## src/rtl/seven_seg_pkg.sv

```systemverilog
// seven_seg_pkg: shared state type, blank pattern and hex glyph table for seven_seg_mux
package seven_seg_pkg;
  typedef enum logic [1:0] {DEAD, ON, OFF} mux_state_t;
  localparam logic [6:0] SEG_OFF = 7'h7F;
  function automatic logic [6:0] hex7(input logic [3:0] n);
    logic [6:0] g;
    case (n)
      4'h0: g = 7'h3F;
      4'h1: g = 7'h06;
      4'h2: g = 7'h5B;
      4'h3: g = 7'h4F;
      4'h4: g = 7'h66;
      4'h5: g = 7'h6D;
      4'h6: g = 7'h7D;
      4'h7: g = 7'h07;
      4'h8: g = 7'h7F;
      4'h9: g = 7'h6F;
      4'hA: g = 7'h77;
      4'hB: g = 7'h7C;
      4'hC: g = 7'h39;
      4'hD: g = 7'h5E;
      4'hE: g = 7'h79;
      default: g = 7'h71;
    endcase
    return g;
  endfunction
endpackage

```

## src/rtl/seven_seg_mux.sv

```systemverilog
// seven_seg_mux: two-digit multiplexed hex display driver with dead time and 16-level PWM
module seven_seg_mux
  import seven_seg_pkg::*;
#(
  parameter int SLOT_CYCLES = 6000,
  parameter int DEAD_CYCLES = 16
) (
  input  logic       clk,
  input  logic       reset_i,
  input  logic [7:0] value_i,
  input  logic       valid_i,
  input  logic [3:0] brightness_i,
  output logic [6:0] seg_o,
  output logic       digit_o,
  output logic       frame_o
);
  localparam int CW = $clog2(SLOT_CYCLES);
  localparam int ACT = SLOT_CYCLES - DEAD_CYCLES;
  logic [7:0] r_pending;
  logic [7:0] r_shadow;
  logic [CW-1:0] r_slot_cnt;
  logic [CW-1:0] r_on_len;
  logic r_digit;
  mux_state_t r_state;
  logic w_slot_end;
  logic w_frame_start;
  logic [CW-1:0] w_on_len;
  logic [CW-1:0] w_off_at;
  logic [3:0] w_nibble;
  always_comb begin
    w_slot_end = r_slot_cnt == CW'(SLOT_CYCLES - 1);
    w_frame_start = r_slot_cnt == '0 && !r_digit;
    w_on_len = CW'((32'(brightness_i) + 32'd1) * 32'(ACT) / 32'd16);
    w_off_at = CW'(DEAD_CYCLES - 1) + r_on_len;
    w_nibble = r_digit ? r_shadow[7:4] : r_shadow[3:0];
  end
  // Outputs are registered from the current slot position, so every output lags the counter by one cycle uniformly.
  always_ff @(posedge clk or posedge reset_i) begin
    if (reset_i) begin
      r_pending <= '0;
      r_shadow <= '0;
      r_slot_cnt <= '0;
      r_on_len <= '0;
      r_digit <= 1'b0;
      r_state <= DEAD;
      seg_o <= SEG_OFF;
      digit_o <= 1'b0;
      frame_o <= 1'b0;
    end else begin
      if (valid_i) r_pending <= value_i;
      if (w_frame_start) r_shadow <= r_pending;
      if (r_slot_cnt == '0) r_on_len <= w_on_len;
      if (w_slot_end) r_digit <= ~r_digit;
      r_slot_cnt <= w_slot_end ? '0 : r_slot_cnt + 1'b1;
      r_state <= w_slot_end ? DEAD :
                 (r_state == DEAD && r_slot_cnt == CW'(DEAD_CYCLES - 1)) ? ON :
                 (r_state == ON && r_slot_cnt == w_off_at) ? OFF : r_state;
      seg_o <= r_state == ON ? ~hex7(w_nibble) : SEG_OFF;
      digit_o <= r_digit;
      frame_o <= w_frame_start;
    end
  end
endmodule

```

## config.mk

```make
export PLATFORM = sky130hd
export DESIGN_NAME = seven_seg_mux
export DESIGN_NICKNAME = d
export VERILOG_FILES = /design/src/rtl/seven_seg_pkg.sv /design/src/rtl/seven_seg_mux.sv
export SDC_FILE = /design/constraint.sdc
export NUM_CORES = 1
export LEC_CHECK = 0
export BUFFER_PORTS_ARGS = -buffer_cell sky130_fd_sc_hd__buf_4
export CAP_MARGIN = 30
export CORE_ASPECT_RATIO = 2
export CORE_UTILIZATION = 45
export CTS_CLUSTER_SIZE = 16
export DETAILED_ROUTE_END_ITERATION = 10
export PLACE_DENSITY = 0.69
export SYNTH_ARGS = -nofsm -noshare
export SYNTH_HDL_FRONTEND = slang
export SYNTH_SLANG_ARGS = --single-unit
```

## constraint.sdc

```tcl
create_clock -name clk -period 3.05 [get_ports clk]
set_clock_uncertainty 0.05 [all_clocks]
set_input_delay 0.61 -clock clk [delete_from_list [all_inputs] [get_ports clk]]
set_output_delay 0.61 -clock clk [all_outputs]
set_load 0.02 [all_outputs]
```

==> metrics.md <==
| Metric | Value |
|---|---|
| Outcome | finished, violations left |
| Failing checks | setup timing |
| RSZ-0062 raised after global routing | true |
| H-tree level count | 2 |
| Crit Path Category | in -> reg |
| Critical Path Start | brightness_i[0] |
| Number of flops mapped to enable cells by yosys | 0 |
| Crit. End Element | flip-flop |
| Die Y | approximately 130 um |
| Main flop type after synthesis | dfrtp_1 |
| Fill count | 634 |
| Top cells by count, synth | dfrtp_1, ha_1, nand2_1 |
| Largest family of logic cells by synthesized area | simple AND/OR/NAND/NOR gates |
| Max Buffers Root-to-Sink | 2 |
| Synth Instances | about 340 |
| Max Cap Viol | 0 |
| Crit path required time | 3230 ps |
| Top Ports | 24 |
| Syn Area/Cell | 10.44 um^2 |
| Port buffer count | 23 |
| Total power | 0.002874 W |
| Setup slack, reg-to-reg | between 600 and 700 ps |
| Reg2reg start | r_slot_cnt[8]$_DFF_PP0_ |
| Reg2Reg Capture Point | r_on_len[12]$_DFFE_PP0N_ |
| Crit share post-route | 106.1% |
| CTS Buf Count | 5 |
| DP HPWL | approximately 5700 um |
| Met2 GRT Util | between 30% and 40% |
| WL/cell | 15.22 um |
| Worst-Margin Slew | just under 600 ps |
| Synthesized cell area | ~3600 um^2 |
| CP Capture Point | r_on_len[11]$_DFFE_PP0N_ |
| Final Worst Setup Slack | -186.0 ps |
| Top achievable clock speed | between 300 and 400 MHz |
| Area growth syn-to-layout | 29.26% |
| Initial Utilization | 46.63% |
| Slew Limit Fails | 0 |
| CORE AREA | roughly 7700 um^2 |
| Global-route track usage on met3 | between 3 and 4% |
| Area contributors post-synth | dfrtp_1, ha_1, mux2_2 |
| Fin Hold WS | around 340 ps |
| First-pass GRT wire length | 12,280 um |
| Worst r2r path cells | 6 |
| Yosys warns | 0 |
| Sequential share of the synthesized area | 37.39% |
| Antenna violations before repair | 0 |
| CP Depth | 13 |
| Synth Area in XOR/XNOR | 10.79% |
| Peak VDD IR | about 380 uV |
| Initial DRC count | 96 |
| Cell repeated most along the worst path | ha_4 |
| Number of synthesized register bits | 53 |
| Sink Count | between 50 and 60 |
| WL final | between 7000 and 8000 um |
| Adder-cell share of the synthesized area | 13.88% |
| Hold WC Path Type | in -> async |
| Final hold violations | 0 |
| DRT antenna net count | 0 |
| Clock transition at the registers of the reported paths | about 70 ps |
| Slew HR | about three fifths |
| Row count | 45 |
| # diodes | 0 |
| Cell Pwr Density | slightly above 600 nW/um^2 |
| Worst Path Buf+Inv | 3 |
| Die ar. | around 8300 um^2 |
| Flip-flop and latch area | around 1300 um^2 |
| Width of the die | 64.99 um |
| Final GP Congestion | a little over 0.8 |
| Dpl ws | -686.2 ps |
| Worst stage delay on the critical path | 520 ps |
| Area of the multi-input gates | 2441 um^2 |
| GR Layer Usage met1 | roughly a fifth |
| Leak pwr | 2.026 nW |
| Placed cells | 474 |
| GRT Overall Usage | 19.47% |
| Multiplexer share of the synthesized area | ~8% |
| Startpoint Class | primary input |
| Crit path time final | approximately 3200 ps |
| Worst path top cell family by delay | adder cells |
| Vias | 2,641 |
| Crit Path Max Fanout | 4 |
| Synth area leader | dfrtp_1 |
| Clock Tree Root | clkbuf_16 |
| Post-route insts no fill | between 400 and 500 |
| Worst-Skew Late Latency | around 300 ps |
| Gr busiest metal | met2 |
| Via density per instance | approximately 5.4 |
| Largest net degree at the start of global routing | 29 |
| Gr ovfl total | 0 |
| Post-synth ARST share | between 90% and 100% |
| Setup Viol. Count Final | 4 |
| Post-synth top area share | about a third |
| Share of cells above drive strength 1 | a little over a third |
| Synth Area in Simple Gates | between 10% and 20% |
| CTS tree | done |
| Critical-path cell list | buf_12 > ha_4 > xor2_4 > buf_4 > ha_2 > or2_4 > fa_1 > ha_4 > ha_4 > buf_4 > a31oi_1 > or4b_1 > nand3_1 |
| DRC viols | 0 |
| Highest-delay cell along the critical path | fa_1 |
| Synth Area in Compound Gates | under 10% |
| Synth cell types | just under 60 |
| Crit path DAT | about 3400 ps |
| Nets@finish | approximately 440 |
| Top-count cell post-synth | dfrtp_1 |
| 1st-pass router iterations | 4 |
| Vias in the first global route | about 2,800 |
-- worst min-delay path by stage --
stage	start	to	slack, ps	cells after the start
2_1_floorplan	r_digit$_DFFE_PP0N_	digit_o$_DFF_PP0_	300	0
3_3_place_gp	r_state[0]$_DFFE_PP0P_	r_state[0]$_DFFE_PP0P_	410	1
3_5_place_dp	r_state[0]$_DFFE_PP0P_	r_state[0]$_DFFE_PP0P_	420	1
4_1_cts	reset_i	r_on_len[12]$_DFFE_PP0N_	370	2
5_1_grt	reset_i	r_on_len[12]$_DFFE_PP0N_	390	2
6_report	reset_i	r_on_len[12]$_DFFE_PP0N_	340	2
-- routing by layer --
layer  vias to the layer above  part of all wire (%)
met4                         0                   4.0
met3                        19                   1.5
met5                         -                     0
met1                      1296                    35
li1                       1286                     -
met2                        40                    59
-- placed cells by master, fill, tap and decap left out, drive strengths merged, types with 9 or more instances in the layout --
cell / n
nand2: 25
nor2: 19
xnor2: 21
buf: 57
nand3: 16
a21oi: 9
o21ai: 13
xor2: 23
mux2: 20
inv: 20
ha: 30
dfrtp: 46
-- flip-flops by register name, summed over array words and instances (netlist names) --
register	cells
seg_o	7
frame_o	1
r_state	2
r_on_len	12
digit_o	1
r_shadow	8
r_slot_cnt	13
r_digit	1
r_pending	8
-- cells by family (layout without fill, tap and decap cells) --
kind of cell    count (synthesis)  after routing
mux                            25             25
simple gates                  101            101
buf+inv                        33             84
other cells                     1              2
fa+ha+maj                      36             36
compound gates                 49             49
xor+xnor                       44             44
flops                          53             53
-- timing repair --
item                                    in CTS  in global routing
endpoints found under the setup margin       5                  5
setup buffers                                3                  3
gates resized for setup                     10                 29
hold buffers                                 0                  0
hold endpoints to repair                     0                  0
pin swaps                                   10                  9
-- per-stage QoR --
stage	TNS (ps)	cell area, um^2	utilization [%]
after floorplan	-857.8	3739	-
after global placement	-3068	4172	54.48
after detailed placement	-3538	4172	54.48
after CTS	-648.5	4419	57.71
after global routing	-1195	4616	60.28
final	-545.0	4616	60.28
-- final cells by class --
type                       count  share of cell area (%)
timing repair buffer          57                   10.22
inverter                      19                   1.681
multi-input combinational    257                   52.89
tap                           94                   2.548
clock inverter                 3                   1.030
sequential                    53                   28.92
clock buffer                   5                   2.711
-- power breakdown --
| part | leakage [nW] | total (W) | internal [W] | switching, W |
|---|---|---|---|---|
| Sequential | 0.642 | 0.000897 | 0.000808 | 0.0000889 |
| Clock | 0.0848 | 0.000656 | 0.000393 | 0.000263 |
| Combinational | 1.30 | 0.00132 | 0.000693 | 0.000628 |
-- worst register-to-register path, stage by stage, from the launching register on --
cell	delay [ps]
dfrtp_1	490
or4_4	570
nor3_4	200
nand4_4	260
buf_4	300
or3_1	380
nand3_1	80
(Power assumes the default switching activity.)
